$ cat config.mk
export PLATFORM = sky130hd
export DESIGN_NAME = multicycle_controller_flat
export DESIGN_NICKNAME = d
export VERILOG_FILES = /design/src/rtl/cpu_ctrl_pkg.sv /design/src/rtl/multicycle_controller_if.sv /design/src/rtl/mc_decode.sv /design/src/rtl/multicycle_controller.sv /design/src/flat_wrapper.sv
export SDC_FILE = /design/constraint.sdc
export NUM_CORES = 1
export LEC_CHECK = 0
export CORE_ASPECT_RATIO = 0.5
export CORE_MARGIN = 1
export CORE_UTILIZATION = 32
export DETAILED_ROUTE_END_ITERATION = 7
export GPL_TIMING_DRIVEN = 0
export SYNTH_ARGS = -nofsm -noshare
export SYNTH_HDL_FRONTEND = slang
export SYNTH_SLANG_ARGS = --single-unit
$ cat constraint.sdc
create_clock -name clk -period 2.66 [get_ports clk]
set_input_delay 0.798 -clock clk [delete_from_list [all_inputs] [get_ports clk]]
set_output_delay 0.798 -clock clk [all_outputs]
set_load 0.03 [all_outputs]
$ cat src/rtl/cpu_ctrl_pkg.sv
// Shared types and encodings for the multi-cycle control unit:
// FSM states, opcode values and the ALU operation codes the controller emits itself.
package cpu_ctrl_pkg;

  typedef enum logic [2:0] {
    S_FETCH,
    S_DECODE,
    S_EXEC,
    S_MEM,
    S_WB,
    S_HALT
  } state_t;

  localparam logic [3:0] OP_R    = 4'b0000;
  localparam logic [3:0] OP_LW   = 4'b0001;
  localparam logic [3:0] OP_SW   = 4'b0010;
  localparam logic [3:0] OP_BEQ  = 4'b0011;
  localparam logic [3:0] OP_J    = 4'b0100;
  localparam logic [3:0] OP_ADDI = 4'b1100;
  localparam logic [3:0] OP_HALT = 4'b1111;

  localparam logic [3:0] ALU_ADD = 4'b0000;
  localparam logic [3:0] ALU_SUB = 4'b0001;

endpackage

$ cat src/rtl/multicycle_controller_if.sv
// Instruction- and data-memory handshake bundle.
// The controller is the master and issues the requests; the memory side is the slave.
interface multicycle_controller_if #(
  parameter int IWIDTH = 16
);
  logic [IWIDTH-1:0] imem_rdata;
  logic              imem_ready;
  logic              imem_req;
  logic              dmem_ready;
  logic              dmem_req;
  logic              dmem_we;

  modport master (
    input  imem_rdata, imem_ready, dmem_ready,
    output imem_req, dmem_req, dmem_we
  );

  modport slave (
    output imem_rdata, imem_ready, dmem_ready,
    input  imem_req, dmem_req, dmem_we
  );
endinterface

$ cat src/rtl/mc_decode.sv
// Opcode classifier: turns the 4-bit opcode into one-hot instruction class flags.
module mc_decode
  import cpu_ctrl_pkg::*;
(
  input  logic [3:0] opcode,
  output logic       is_r,
  output logic       is_lw,
  output logic       is_sw,
  output logic       is_beq,
  output logic       is_j,
  output logic       is_addi,
  output logic       is_halt,
  output logic       is_illegal
);

  assign is_r    = (opcode == OP_R);
  assign is_lw   = (opcode == OP_LW);
  assign is_sw   = (opcode == OP_SW);
  assign is_beq  = (opcode == OP_BEQ);
  assign is_j    = (opcode == OP_J);
  assign is_addi = (opcode == OP_ADDI);
  assign is_halt = (opcode == OP_HALT);
  assign is_illegal = !(is_r || is_lw || is_sw || is_beq || is_j || is_addi || is_halt);

endmodule

$ cat src/rtl/multicycle_controller.sv
// Multi-cycle control unit: fetches into IR, decodes, and sequences the datapath one phase
// per cycle, with bounded memory waits, sticky error flags and a retired-instruction counter.
module multicycle_controller
  import cpu_ctrl_pkg::*;
#(
  parameter int IWIDTH  = 16,
  parameter int TIMEOUT = 15,
  parameter int RETW    = 16
) (
  input  logic                  clk,
  input  logic                  reset,
  multicycle_controller_if.master mem,
  input  logic                  zero,
  output logic [IWIDTH-1:0]     instr,
  output logic                  memtoreg,
  output logic                  branch,
  output logic                  alusrc,
  output logic                  regdst,
  output logic                  regwrite,
  output logic                  jump,
  output logic [3:0]            alucontrol,
  output logic                  pc_en,
  output logic                  illegal,
  output logic                  bus_err,
  output logic                  halted,
  output logic [RETW-1:0]       retired
);

  localparam int WW = $clog2(TIMEOUT + 1);
  localparam logic [WW-1:0] WAIT_LAST = WW'(TIMEOUT - 1);

  state_t            state;
  logic [IWIDTH-1:0] ir;
  logic [RETW-1:0]   retired_q;
  logic              illegal_q;
  logic              bus_err_q;
  logic [WW-1:0]     wait_cnt;

  logic is_r, is_lw, is_sw, is_beq, is_j, is_addi, is_halt, is_illegal;
  logic imem_req_c, dmem_req_c, dmem_we_c;

  // The branch decision is taken in the datapath (branch & zero), so the flag is not consumed here.
  logic unused_zero;
  assign unused_zero = zero;

  mc_decode u_decode (
    .opcode     (ir[IWIDTH-1 -: 4]),
    .is_r       (is_r),
    .is_lw      (is_lw),
    .is_sw      (is_sw),
    .is_beq     (is_beq),
    .is_j       (is_j),
    .is_addi    (is_addi),
    .is_halt    (is_halt),
    .is_illegal (is_illegal)
  );

  always_ff @(posedge clk) begin
    if (reset) begin
      state     <= S_FETCH;
      ir        <= '0;
      retired_q <= '0;
      illegal_q <= 1'b0;
      bus_err_q <= 1'b0;
      wait_cnt  <= '0;
    end else begin
      if (pc_en) retired_q <= retired_q + 1'b1;
      case (state)
        S_FETCH: begin
          if (mem.imem_ready) begin
            ir       <= mem.imem_rdata;
            wait_cnt <= '0;
            state    <= S_DECODE;
          end else if (wait_cnt == WAIT_LAST) begin
            bus_err_q <= 1'b1;
            state     <= S_HALT;
          end else begin
            wait_cnt <= wait_cnt + 1'b1;
          end
        end
        S_DECODE: begin
          wait_cnt <= '0;
          if (is_j) state <= S_FETCH;
          else if (is_halt) state <= S_HALT;
          else if (is_illegal) begin
            illegal_q <= 1'b1;
            state     <= S_FETCH;
          end else state <= S_EXEC;
        end
        S_EXEC: begin
          wait_cnt <= '0;
          if (is_beq) state <= S_FETCH;
          else if (is_lw || is_sw) state <= S_MEM;
          else state <= S_WB;
        end
        S_MEM: begin
          if (mem.dmem_ready) begin
            wait_cnt <= '0;
            state    <= is_sw ? S_FETCH : S_WB;
          end else if (wait_cnt == WAIT_LAST) begin
            bus_err_q <= 1'b1;
            state     <= S_HALT;
          end else begin
            wait_cnt <= wait_cnt + 1'b1;
          end
        end
        S_WB: begin
          wait_cnt <= '0;
          state    <= S_FETCH;
        end
        default: state <= S_HALT;
      endcase
    end
  end

  // Outputs come from state and IR only (plus the memory ready that closes a store); reset forces all to 0.
  always_comb begin
    imem_req_c = 1'b0;
    dmem_req_c = 1'b0;
    dmem_we_c  = 1'b0;
    instr      = '0;
    memtoreg   = 1'b0;
    branch     = 1'b0;
    alusrc     = 1'b0;
    regdst     = 1'b0;
    regwrite   = 1'b0;
    jump       = 1'b0;
    alucontrol = ALU_ADD;
    pc_en      = 1'b0;
    illegal    = 1'b0;
    bus_err    = 1'b0;
    halted     = 1'b0;
    retired    = '0;
    if (!reset) begin
      instr   = ir;
      illegal = illegal_q;
      bus_err = bus_err_q;
      retired = retired_q;
      case (state)
        S_FETCH: imem_req_c = 1'b1;
        S_DECODE: begin
          jump  = is_j;
          pc_en = is_j || is_illegal;
        end
        S_EXEC: begin
          alusrc     = is_addi || is_lw || is_sw;
          alucontrol = is_r ? ir[3:0] : (is_beq ? ALU_SUB : ALU_ADD);
          branch     = is_beq;
          pc_en      = is_beq;
        end
        S_MEM: begin
          alusrc     = 1'b1;
          alucontrol = ALU_ADD;
          dmem_req_c = 1'b1;
          dmem_we_c  = is_sw;
          pc_en      = is_sw && mem.dmem_ready;
        end
        S_WB: begin
          alusrc     = is_addi || is_lw;
          alucontrol = is_r ? ir[3:0] : ALU_ADD;
          regwrite   = 1'b1;
          regdst     = is_r;
          memtoreg   = is_lw;
          pc_en      = 1'b1;
        end
        S_HALT: halted = 1'b1;
        default: halted = 1'b0;
      endcase
    end
  end

  assign mem.imem_req = imem_req_c;
  assign mem.dmem_req = dmem_req_c;
  assign mem.dmem_we  = dmem_we_c;

endmodule

$ cat src/flat_wrapper.sv
// flat-port wrapper written by rule: the top's interface ports become plain ports
module multicycle_controller_flat import cpu_ctrl_pkg::*;
#(
  parameter int IWIDTH  = 16,
  parameter int TIMEOUT = 15,
  parameter int RETW    = 16
)
  (clk, reset, zero, instr, memtoreg, branch, alusrc, regdst, regwrite, jump, alucontrol, pc_en, illegal, bus_err, halted, retired, mem_imem_rdata, mem_imem_ready, mem_dmem_ready, mem_imem_req, mem_dmem_req, mem_dmem_we);
  multicycle_controller_if #(.IWIDTH(IWIDTH)) mem_i ();
  input  logic clk;
  input  logic reset;
  input  logic zero;
  output logic [IWIDTH-1:0] instr;
  output logic memtoreg;
  output logic branch;
  output logic alusrc;
  output logic regdst;
  output logic regwrite;
  output logic jump;
  output logic [3:0] alucontrol;
  output logic pc_en;
  output logic illegal;
  output logic bus_err;
  output logic halted;
  output logic [RETW-1:0] retired;
  input wire logic [$bits(mem_i.imem_rdata)-1:0] mem_imem_rdata;
  input wire logic [$bits(mem_i.imem_ready)-1:0] mem_imem_ready;
  input wire logic [$bits(mem_i.dmem_ready)-1:0] mem_dmem_ready;
  output wire logic [$bits(mem_i.imem_req)-1:0] mem_imem_req;
  output wire logic [$bits(mem_i.dmem_req)-1:0] mem_dmem_req;
  output wire logic [$bits(mem_i.dmem_we)-1:0] mem_dmem_we;
  assign mem_i.imem_rdata = mem_imem_rdata;
  assign mem_i.imem_ready = mem_imem_ready;
  assign mem_i.dmem_ready = mem_dmem_ready;
  assign mem_imem_req = mem_i.imem_req;
  assign mem_dmem_req = mem_i.dmem_req;
  assign mem_dmem_we = mem_i.dmem_we;
  multicycle_controller #(.IWIDTH(IWIDTH), .TIMEOUT(TIMEOUT), .RETW(RETW)) u_core (.clk(clk), .reset(reset), .mem(mem_i), .zero(zero), .instr(instr), .memtoreg(memtoreg), .branch(branch), .alusrc(alusrc), .regdst(regdst), .regwrite(regwrite), .jump(jump), .alucontrol(alucontrol), .pc_en(pc_en), .illegal(illegal), .bus_err(bus_err), .halted(halted), .retired(retired));
endmodule
Word level (Yosys, flattened, before mapping) --
Cells that the tools add are included.
Cells by class: add/sub/neg operators 2, eq/ne operators 14, muxes and demuxes 49, bitwise gates (word level) 3, reductions and logical operators 20
Operators with widths (count):
- $mux 16 | 2
- $mux 1 | 26
- $mux 3 | 8
- $mux 4 | 6
- $add 16x1->16 const B | 1
- $pmux 3 s5 | 1
- $eq 4x4->1 const B | 3
- $pmux 4 s3 | 1
- $logic_or 1x1->1 | 10
- $eq 4x2->1 const B | 2
- $pmux 4 s2 | 1
- $eq 3x2->1 const B | 2
- $eq 3x3->1 const B | 2
- $add 4x1->4 const B | 1
- $eq 4x1->1 const B | 1
- $eq 4x3->1 const B | 1
- $logic_not 4->1 | 1
- $ne 2x2->1 const B | 2
- $pmux 1 s4 | 1
- $reduce_and 4->1 | 1
- $eq 3x1->1 const B | 1
- $logic_not 3->1 | 1
- $not 1->1 | 3
- $pmux 1 s3 | 1
- other kinds (9) | 9
Storage, ports and cells: register bits after elaboration 41, input port bits 21, output and inout bits 49, logic and storage cells 94

Depth between registers and ports, before layout --
word-level depth 11, gate-level depth with buffers 7, gate-level depth less buffers 7

Hierarchy --
A second synthesis with hierarchy kept.
Unflattened totals: cell total of the unflattened synthesis 319, area total of the unflattened synthesis 2595.0 um^2
By module, submodules not included:
- multicycle_controller | times used 1, cells an instance 309, area each 2517.4 um^2, sequential area each 820.8 um^2
- mc_decode | times used 1, cells an instance 10, area each 77.6 um^2, sequential area each 0.0 um^2

Worst setup path after synthesis --
No wires, ideal clock.
kind input -> output, start input reset, end output jump, arrival time 2.470 ns, setup slack -0.608 ns, stages on the path 4, cells stage by stage clkbuf_1 -> clkbuf_1 -> buf_1 -> nor4b_1
On the way: word-level cells in the longest chain between the ends 1
Ends and longest elaborated chain:
- start: declaration | RTL line flat_wrapper.sv:11 | input logic reset;
- $mux 1 | RTL line multicycle_controller.sv:134 | if (!reset) begin
- end: declaration | RTL line flat_wrapper.sv:19 | output logic jump;
No other way between the ends.

Worst setup path after layout --
start input reset, end output alucontrol[3]
On the way: word-level cells in the longest chain between the ends 1
Ends and longest elaborated chain:
- $mux 4 | RTL line multicycle_controller.sv:134
- end: declaration | RTL line flat_wrapper.sv:20 | output logic [3:0] alucontrol;
No other way between the ends.

==> impl_metrics.prom <==
# TYPE chip_impl_metric gauge
chip_impl_metric{name="worst_ep_arrival_time",unit="ns"} 1.82
chip_impl_info{name="grt_setup_unrepaired",value="yes"} 1
chip_impl_metric{name="sequential_fraction_of_design_power",unit="%"} 39.3
chip_impl_info{name="clock_tree.root_cell",value="sky130_fd_sc_hd__clkbuf_16"} 1
chip_impl_metric{name="synthDominantCellAreaShare",unit="%"} 33.6
chip_impl_metric{name="row_count",unit=""} 22
chip_impl_metric{name="power.total",unit="mW"} 1.70
chip_impl_info{name="postSynth.topFlopCell",value="sky130_fd_sc_hd__dfxtp_1"} 1
chip_impl_metric{name="io_buffer_count",unit=""} 67
chip_impl_metric{name="post_synth.cell_area_avg",unit="µm²"} 7.50
chip_impl_metric{name="final.fill_count",unit=""} 731
chip_impl_metric{name="global_route.usage.total",unit="%"} 18.7
chip_impl_info{name="netlist_top_cells_area",value="sky130_fd_sc_hd__dfxtp_1, sky130_fd_sc_hd__nor2b_1, sky130_fd_sc_hd__nand2_1, sky130_fd_sc_hd__a21oi_1, sky130_fd_sc_hd__nor2_1"} 1
chip_impl_metric{name="vias_in_the_first_global_route",unit=""} 2406
chip_impl_info{name="endpoint_kind",value="output port"} 1
chip_impl_metric{name="path_clk_slew",unit="ns"} 0.06
chip_impl_metric{name="synthCells",unit=""} 326
chip_impl_metric{name="clock_latency_of_the_later_clocked_register_in_the_worst_skew_pair",unit="ns"} 0.28
chip_impl_metric{name="synth-edff-count",unit=""} 0
chip_impl_metric{name="share_clk_of_total_power",unit="%"} 35.7
chip_impl_metric{name="maxClockFrequency",unit="GHz"} 0.382
chip_impl_info{name="hp-class",value="reg -> reg"} 1
chip_impl_metric{name="starting_density",unit="%"} 33.3
chip_impl_metric{name="register_to_register_path_depth",unit=""} 7
chip_impl_metric{name="clockBufferDepth",unit=""} 2
chip_impl_info{name="cts_tree",value="built"} 1
chip_impl_metric{name="grt_first_pass_wirelength",unit="µm"} 11900
chip_impl_metric{name="drt-initial-drc-count",unit=""} 98
chip_impl_metric{name="drt_wl_cell",unit="µm"} 14.4
chip_impl_metric{name="max-vdd-ir-drop",unit="mV"} 0.243
chip_impl_metric{name="post_drt_via_cell_ratio",unit=""} 5.13
chip_impl_metric{name="post-route-period-util",unit="%"} 98.4
chip_impl_info{name="synth.most_common_cell",value="sky130_fd_sc_hd__nand2_1"} 1
chip_impl_metric{name="drt_pass_1_iters",unit=""} 8
chip_impl_info{name="hold_end",value="u_core.ir[7]$_SDFFE_PP0P_"} 1
chip_impl_metric{name="route.vias.total",unit=""} 2567
chip_impl_metric{name="maxCapViolations",unit=""} 0
chip_impl_metric{name="design.final.nets",unit=""} 428
chip_impl_metric{name="drive_gt1_share",unit="%"} 25.2
chip_impl_metric{name="dieWidth",unit="µm"} 126
chip_impl_info{name="failed_checks",value="design-rule violations"} 1
chip_impl_metric{name="depth_of_the_cts_h_tree",unit=""} 2
chip_impl_metric{name="ys_warn_count",unit=""} 0
chip_impl_info{name="outcome",value="finished with violations"} 1
chip_impl_metric{name="cts_num_sinks",unit=""} 41
chip_impl_info{name="worst_r2r_startpoint",value="u_core.state[2]$_SDFF_PP0_"} 1
chip_impl_metric{name="final_routed_drc_violation_total",unit=""} 1
chip_impl_info{name="hold_path.startpoint",value="u_core.ir[7]$_SDFFE_PP0P_"} 1
chip_impl_metric{name="top_fanout_value_on_the_critical_path",unit=""} 8
chip_impl_metric{name="floorplan.die_area",unit="mm²"} 0.00801
chip_impl_metric{name="hold-path-cell-count",unit=""} 2
chip_impl_metric{name="tritoncts.num_buffers",unit=""} 5
chip_impl_metric{name="grt_start_max_net_pins",unit=""} 13
chip_impl_metric{name="p_int",unit="mW"} 1.19
chip_impl_metric{name="finalClockSkew",unit="ns"} 0.00560
chip_impl_metric{name="setup_viol_count_final",unit=""} 0
chip_impl_metric{name="drt_wl_total",unit="µm"} 7180
chip_impl_metric{name="globalRoute.totalOverflow",unit=""} 0
chip_impl_metric{name="ios",unit=""} 70
chip_impl_info{name="r2r-end",value="u_core.retired_q[10]$_SDFFE_PP0P_"} 1
chip_impl_metric{name="switching_power_total",unit="mW"} 0.507
chip_impl_metric{name="gpl.final_weighted_congestion",unit=""} 0.851
chip_impl_metric{name="p_leak",unit="nW"} 1.38
chip_impl_metric{name="floorplan.core_area",unit="mm²"} 0.00735
chip_impl_metric{name="pwr_density_cell",unit="mW/mm²"} 465
chip_impl_metric{name="synthesis.nets",unit=""} 350
chip_impl_metric{name="power.share.switching",unit="%"} 29.8
chip_impl_metric{name="netlist-cell-type-count",unit=""} 47
chip_impl_info{name="timing.critical_path.from_type",value="primary input"} 1
chip_impl_metric{name="finalHoldViolCount",unit=""} 0
chip_impl_metric{name="async_flop_share",unit="%"} 0
chip_impl_metric{name="area_delta_synth_final",unit="%"} 49.4
chip_impl_metric{name="final.min_clock_period",unit="ns"} 2.62
chip_impl_metric{name="grt_antenna_before_repair",unit=""} 0
chip_impl_metric{name="netlist_area",unit="mm²"} 0.00244
chip_impl_metric{name="maxSlewHeadroom",unit="%"} 64.2
chip_impl_metric{name="num_antenna_cells",unit=""} 0
chip_impl_metric{name="die_height",unit="µm"} 63.8
chip_impl_metric{name="slew_violations",unit=""} 0
chip_impl_info{name="ys_top_cells_by_count",value="sky130_fd_sc_hd__nand2_1, sky130_fd_sc_hd__dfxtp_1, sky130_fd_sc_hd__nor2b_1"} 1
chip_impl_metric{name="r2r_setup_slack",unit="ns"} 0.50
chip_impl_metric{name="place.detailed.hpwl",unit="µm"} 5170
chip_impl_info{name="synth_largest_area_cell",value="sky130_fd_sc_hd__dfxtp_1"} 1
chip_impl_metric{name="worstPathRequired",unit="ns"} 1.86
chip_impl_metric{name="dp_worst_setup_slack",unit="ns"} -0.941
chip_impl_metric{name="postSynthRegisterBits",unit=""} 41
chip_impl_metric{name="tightest_slew",unit="ns"} 0.537
chip_impl_info{name="worstSetupPathType",value="in -> out"} 1
chip_impl_metric{name="postRouteAntennaNets",unit=""} 0
chip_impl_metric{name="comb_power_share",unit="%"} 25.0
chip_impl_metric{name="setup_ws",unit="ns"} 0.0432
chip_impl_metric{name="synth_sequential_area_ratio",unit="%"} 33.6
placed cells by master (no fill, tap or decap), drive strengths merged, types with 9 or more instances in the layout:
| cell | n |
|---|---|
| clkbuf | 19 |
| a21oi | 37 |
| nor2 | 23 |
| clkdlybuf4s15 | 31 |
| dfxtp | 41 |
| nor3 | 15 |
| o21ai | 14 |
| buf | 27 |
| or3 | 9 |
| nand2 | 51 |
| nand3 | 9 |
| clkdlybuf4s50 | 21 |
| nor2b | 38 |
per-layer routing:
| layer | GRT usage, % | vias up | wire [µm] |
|---|---|---|---|
| met3 | 4.02 | 2 | 272 |
| met5 | 0 | - | 0 |
| met2 | 30.7 | 57 | 3490 |
| li1 | - | 1289 | - |
| met4 | 4.42 | 0 | 19 |
| met1 | 25.2 | 1219 | 3400 |
kinds of logic after synthesis:
| kind of cell | Yosys count | share of synthesized area [%] |
|---|---|---|
| AOI/OAI and AO/OA | 63 | 15.1 |
| buffers and inverters | 30 | 5.37 |
| DFF | 41 | 33.6 |
| and+or+nand+nor | 178 | 39.7 |
| muxes | 8 | 3.63 |
| adders and majority gates | 3 | 1.54 |
| xor gates and xnor gates | 3 | 1.07 |
final cells by class:
cell class	count	area (µm²)	share of cell area (%)
clock inverter	1	7.51	0.205
tap	96	120	3.29
inverter	3	11.3	0.308
timing repair buffer	72	727	19.9
clock buffer	6	139	3.80
buffer	26	213	5.82
sequential	41	822	22.5
multi-input combinational	255	1610	44.2
sequential cells by signal, indices dropped and copies added, names as in the netlist:
register,flops
u_core.bus_err_q,1
u_core.retired_q,16
u_core.state,3
u_core.ir,16
u_core.wait_cnt,4
u_core.illegal_q,1
timing repair:
action	4_1_cts	5_1_grt
pin swaps	2	7
buffers inserted	3	2
hold buffers	0	0
setup endpoints to repair	49	44
resized for setup	164	41
critical path, cell delays in order:
cell and delay [ns]:
sky130_fd_sc_hd__buf_12 0.12, sky130_fd_sc_hd__nor3_4 0.24, sky130_fd_sc_hd__nand2_2 0.11, sky130_fd_sc_hd__nor3_4 0.23
sky130_fd_sc_hd__and2_4 0.17, sky130_fd_sc_hd__buf_4 0.15
how the worst max path moves through the flow:
stage	slack, ns	cells past startpoint	startpoint	end
floorplan	-0.09	4	reset	memtoreg
global placement	-0.92	6	mem_dmem_ready	pc_en
detailed placement	-0.94	6	reset	alucontrol[2]
CTS	-0.1	6	reset	alucontrol[3]
global route	-0.04	6	reset	alucontrol[3]
finish	0.04	6	reset	alucontrol[3]
per-stage QoR:
stage	cell area, µm²	hold slack [ns]	setup TNS [ns]	instances	util [%]
after global placement	3290	0.439	-31.31	489	44.8
after floorplan	2500	0.429	-0.189	326	-
after detailed placement	3290	0.445	-32.15	489	44.8
after CTS	3580	0.453	-0.151	499	48.7
final	3650	0.455	0	500	49.7
after global routing	3650	0.477	-0.0575	500	49.7
power groups by stage:
stage / Clock [mW] / Sequential, mW / Combinational (mW)
floorplan: 0 / 0.673 / 0.256
global placement: 0 / 0.677 / 0.375
detailed placement: 0 / 0.679 / 0.381
CTS: 0.621 / 0.666 / 0.408
global route: 0.656 / 0.671 / 0.463
finish: 0.606 / 0.667 / 0.425
(Power assumes the default switching activity.)
